## src/rtl/hex_key_event_fifo.sv

```systemverilog
// Keypad event queue: filters scanner bounce with a per-code hold-off window
// and buffers one event per key press behind a valid/ready output port.
module hex_key_event_fifo #(
    parameter int DEPTH   = 8,
    parameter int HOLD_W  = 16,
    parameter int HOLDOFF = 50000
) (
    input  logic                       clock,
    input  logic                       reset,
    input  logic [3:0]                 key_code,
    input  logic                       key_valid,
    output logic [3:0]                 out_code,
    output logic                       out_valid,
    input  logic                       out_ready,
    output logic [$clog2(DEPTH):0]     count,
    output logic                       overflow,
    input  logic                       clear_ovf
);

    localparam int PTR_W = $clog2(DEPTH);
    localparam int CNT_W = PTR_W + 1;

    typedef enum logic {
        IDLE = 1'b0,
        LOCK = 1'b1
    } filter_state_t;

    filter_state_t state_q, state_d;
    logic [3:0]        last_code_q, last_code_d;
    logic [HOLD_W-1:0] hold_cnt_q, hold_cnt_d;
    logic [3:0]        mem_q [DEPTH];
    logic [3:0]        mem_d [DEPTH];
    logic [PTR_W-1:0]  wr_ptr_q, wr_ptr_d;
    logic [PTR_W-1:0]  rd_ptr_q, rd_ptr_d;
    logic [CNT_W-1:0]  count_q, count_d;
    logic              overflow_q, overflow_d;

    logic accept;
    logic hold_done;
    logic fifo_empty;
    logic fifo_full;
    logic pop;
    logic push_ok;
    logic ovf_event;

    assign hold_done = (hold_cnt_q == HOLD_W'(HOLDOFF - 1));

    always_ff @(posedge clock or posedge reset) begin
        if (reset) begin
            state_q <= IDLE;
        end else begin
            state_q <= state_d;
        end
    end

    always_comb begin
        state_d = state_q;
        case (state_q)
            IDLE: if (key_valid) state_d = LOCK;
            LOCK: if (!key_valid && hold_done) state_d = IDLE;
            default: state_d = IDLE;
        endcase
    end

    // A repeat of the locked code is bounce; any other code is a new press.
    always_comb begin
        accept = 1'b0;
        case (state_q)
            IDLE: accept = key_valid;
            LOCK: accept = key_valid && (key_code != last_code_q);
            default: accept = 1'b0;
        endcase
    end

    always_comb begin
        last_code_d = last_code_q;
        hold_cnt_d  = hold_cnt_q;
        if (accept) begin
            last_code_d = key_code;
        end
        if (key_valid) begin
            hold_cnt_d = '0;
        end else if (state_q == LOCK) begin
            hold_cnt_d = hold_done ? '0 : hold_cnt_q + HOLD_W'(1);
        end
    end

    assign fifo_empty = (count_q == '0);
    assign fifo_full  = (count_q == CNT_W'(DEPTH));
    assign pop        = !fifo_empty && out_ready;
    // A pop frees the slot in the same cycle, so a full FIFO still takes the push.
    assign push_ok    = accept && (!fifo_full || pop);
    assign ovf_event  = accept && fifo_full && !pop;

    always_comb begin
        mem_d      = mem_q;
        wr_ptr_d   = wr_ptr_q;
        rd_ptr_d   = rd_ptr_q;
        count_d    = count_q;
        overflow_d = overflow_q;
        if (push_ok) begin
            mem_d[wr_ptr_q] = key_code;
            wr_ptr_d        = wr_ptr_q + PTR_W'(1);
        end
        if (pop) begin
            rd_ptr_d = rd_ptr_q + PTR_W'(1);
        end
        if (push_ok && !pop) begin
            count_d = count_q + CNT_W'(1);
        end else if (pop && !push_ok) begin
            count_d = count_q - CNT_W'(1);
        end
        if (ovf_event) begin
            overflow_d = 1'b1;
        end else if (clear_ovf) begin
            overflow_d = 1'b0;
        end
    end

    always_ff @(posedge clock or posedge reset) begin
        if (reset) begin
            last_code_q <= '0;
            hold_cnt_q  <= '0;
            wr_ptr_q    <= '0;
            rd_ptr_q    <= '0;
            count_q     <= '0;
            overflow_q  <= 1'b0;
            for (int i = 0; i < DEPTH; i++) begin
                mem_q[i] <= '0;
            end
        end else begin
            last_code_q <= last_code_d;
            hold_cnt_q  <= hold_cnt_d;
            wr_ptr_q    <= wr_ptr_d;
            rd_ptr_q    <= rd_ptr_d;
            count_q     <= count_d;
            overflow_q  <= overflow_d;
            for (int i = 0; i < DEPTH; i++) begin
                mem_q[i] <= mem_d[i];
            end
        end
    end

    assign out_valid = !fifo_empty;
    assign out_code  = fifo_empty ? 4'h0 : mem_q[rd_ptr_q];
    assign count     = count_q;
    assign overflow  = overflow_q;

endmodule

```

## config.mk

```make
export PLATFORM = sky130hd
export DESIGN_NAME = hex_key_event_fifo
export DESIGN_NICKNAME = d
export VERILOG_FILES = /design/src/rtl/hex_key_event_fifo.sv
export SDC_FILE = /design/constraint.sdc
export NUM_CORES = 1
export LEC_CHECK = 0
export CORE_MARGIN = 2
export CORE_UTILIZATION = 30
export DETAILED_ROUTE_END_ITERATION = 8
export PLACE_DENSITY_LB_ADDON = 0.05
export SKIP_CTS_REPAIR_TIMING = 1
export SYNTH_ARGS = -nofsm -noshare
export SYNTH_HDL_FRONTEND = slang
export SYNTH_SLANG_ARGS = --single-unit
```

## constraint.sdc

```tcl
create_clock -name clock -period 2.9 [get_ports clock]
set_clock_uncertainty 0.2 [all_clocks]
set_input_delay 0.29 -clock clock [delete_from_list [all_inputs] [get_ports clock]]
set_output_delay 0.29 -clock clock [all_outputs]
set_load 0.02 [all_outputs]
```

==> impl_metrics.yaml <==
routing:
  totalWireLength_mm: 7.47
  vias_per_cell: 4.88
  ant_nets: 0
  routedWlPerCell_um: 17.0
  remaining_drc_errors: 0
  initialDrtViolationCount: 89
  drt-pass1-iter-count: 4
  vias: 2145
global_route:
  grtUsageMet1: 0.213
  grt_pass1_vias: 2161
  grt_antenna_before_repair: 0
  grt_max_degree: 65
  met2_usage: 0.201
  grtUsageMet3: 0.0368
  grt_first_pass_wirelength_mm: 12.3
  grt_overflow: 0
  grt_usage: 0.142
  grt.busiest_layer: "met1"
layout:
  syn2layout_area_growth_pct: 19.1
  drive_gt1_frac: 0.300
  multi_input_area_mm2: 0.00156
  fin_nets: 312
  regArea_mm2: 0.00160
  fillCellCount: 1076
  num_antenna_cells: 0
  instances_no_fill: 440
  utilization: 0.363
logic_synthesis:
  ys_async_sr_fraction: 1.00
  synth_adder_area_share: 0.0292
  synth_top_family_by_area: "multiplexers"
  synth_cell_types: 51
  postSynthCellCount: 265
  netlist_top_cells_area: "dfrtp_1 49%, mux2_2 11%, mux4_2 5.5%, nand2_1 2.4%, a31oi_1 2.3%"
  syn_nets: 281
  synth_compound_gate_area_share: 0.0664
  synthesis.area_mm2: 0.00326
  synthMostInstantiatedCell: "dfrtp_1"
  synth_xor_area_frac: 0.0376
  synth_ff_type: "dfrtp_1"
  synth_mux_area_frac: 0.207
  yosysTopAreaCell: "dfrtp_1"
  syn_avg_cell_area_um2: 12.3
  synth_seq_cells: 64
  synthSimpleGateAreaFrac: 0.137
  synth_top_area_frac: 0.491
  synth-edff-count: 0
  synthTopCellsByCount: "64 x dfrtp_1, 31 x mux2_2, 21 x nand2_1"
  seq_area_frac_synth: 0.491
  ys_warn_count: 0
sta:
  max_freq_ghz: 0.368
  grt_setup_unrepaired: "no"
  worst_slew_pin_slew_ns: 0.523
  setup_viol: 0
  hold_violations: 0
  tns_ns: 0
  max_slew_margin: 0.651
  post-route-period-util: 0.936
  min_period_ns: 2.71
  drv_slew: 0
  setup_ws_ns: 0.186
die:
  row_count: 38
  core-area_mm2: 0.0107
  start_util: 0.305
  die_w_um: 108
  io_pins: 19
  dieArea_mm2: 0.0117
  die_y_um: 108
clock_tree:
  clockBufferDepth: 2
  cts_tree: "yes"
  clock_sinks: 64
  clk_pin_slew_ns: 0.07
  clockRootBuffer: "clkbuf_8"
  ctsHtreeMaxLevel: 3
  cts-buffers-inserted: 9
  insertion_delay_ns: 0.33
critical_path:
  cp_max_fo: 7
  critPathMaxStageDelay_ns: 0.53
  arrival_ns: 2.22
  crit_path_end_kind: "output pin"
  cp_cell_sequence: "buf_12 > mux4_2 > mux2i_1 > nor2_1 > clkdlybuf4s50_1"
  cp_slowest_cell: "clkdlybuf4s50_1"
  cp.required_ns: 2.41
  crit_type: "reg2out"
  cp-start-kind: "flip-flop"
min_path:
  hp-class: "in2async"
placed_design:
  dp.cells: 425
  io_buffers: 18
  place.gp.congestion: 0.736
  place_hpwl_mm: 5.03
  place_ws_ns: 0.0537
flow_run:
  cap_violations: 0
run_status:
  outcome: "finished, final reports clean"
power_and_ir_drop:
  power.density_mw_per_mm2: 962
  p_total_uw: 3730
  total_leakage_power_uw: 0.00163
  ir_drop_mv: 0.398
[report_power, final]
| part | leakage [µW] | internal (µW) | switching [µW] |
|---|---|---|---|
| combinational | 0.000739 | 900 | 596 |
| clock | 0.0000975 | 398 | 348 |
| sequential | 0.000791 | 1210 | 281 |
[critical path: cells and delay by family (launching register included)]
family / cells / cell delay [ns]
and+or+nand+nor: 1 / 0.07
buffers and inverters: 2 / 0.69
DFF: 1 / 0.45
muxes: 2 / 0.67
[worst paths after layout]
path	endpoint	startpoint	depth (start not counted)	slack [ns]
max	out_code[0]	rd_ptr_q[0]	5	0.19
min	count[2]	reset	3	0.15
max reg2reg	count[3]	count[2]	12	0.26
min reg2reg	mem_q[31]	mem_q[31]	1	0.29
max in group asynchronous	rd_ptr_q[0]	reset	3	2.06
min in group clock	mem_q[31]	mem_q[31]	1	0.29
[layout by cell type, fill, tap and decap left out, types with 2 or more instances in the layout]
cell type / n
nand4b_2: 2
nand4_1: 4
clkbuf_8: 13
o21ai_0: 7
nand2b_1: 2
and3_1: 3
a21oi_1: 5
mux4_2: 8
nor2_1: 10
clkdlybuf4s50_1: 18
and2_1: 3
a31oi_1: 12
nand2_1: 21
dfrtp_1: 63
a21o_1: 2
nand3_1: 11
buf_4: 16
ha_1: 6
mux2i_1: 4
mux2_4: 4
xnor2_1: 7
xor2_1: 7
mux2_2: 31
buf_12: 2
inv_1: 3
mux2_1: 4
nor4b_1: 2
or3_1: 2
nor3_1: 2
[stage by stage]
step                      area [µm²]  hold WS, ns
final                           3880        0.147
after global routing            3880        0.169
after CTS                       3880        0.150
after detailed placement        3690        0.275
after global placement          3690        0.271
after floorplan                 3260        0.181
[flip-flops by register name, indices dropped and copies added, names as in the netlist]
register     flops
hold_cnt_q      16
wr_ptr_q         3
state_q          1
overflow         1
last_code_q      4
rd_ptr_q         3
count            4
mem_q           32
[final cells by class]
cell class / instances / share of cell area
Tap cell: 140 / 0.0451
Multi-Input combinational cell: 181 / 0.401
Inverter: 4 / 0.00387
Clock inverter: 2 / 0.00322
Sequential cell: 64 / 0.413
Timing Repair Buffer: 36 / 0.0877
Clock buffer: 13 / 0.0461
[layer usage]
metal  share of wire  wire length (µm)
met5               0                 0
met4          0.0076                57
met3           0.032               236
met2            0.44              3250
met1            0.53              3920
[cell families (layout without fill, tap and decap cells)]
kind of cell,count (synthesis),after routing
and+or+nand+nor,75,75
DFF,64,64
muxes,51,51
AOI/OAI and AO/OA,34,34
buffers and inverters,20,55
xor gates and xnor gates,14,14
adders and majority gates,7,7
Power figures use the tool's default switching activity.
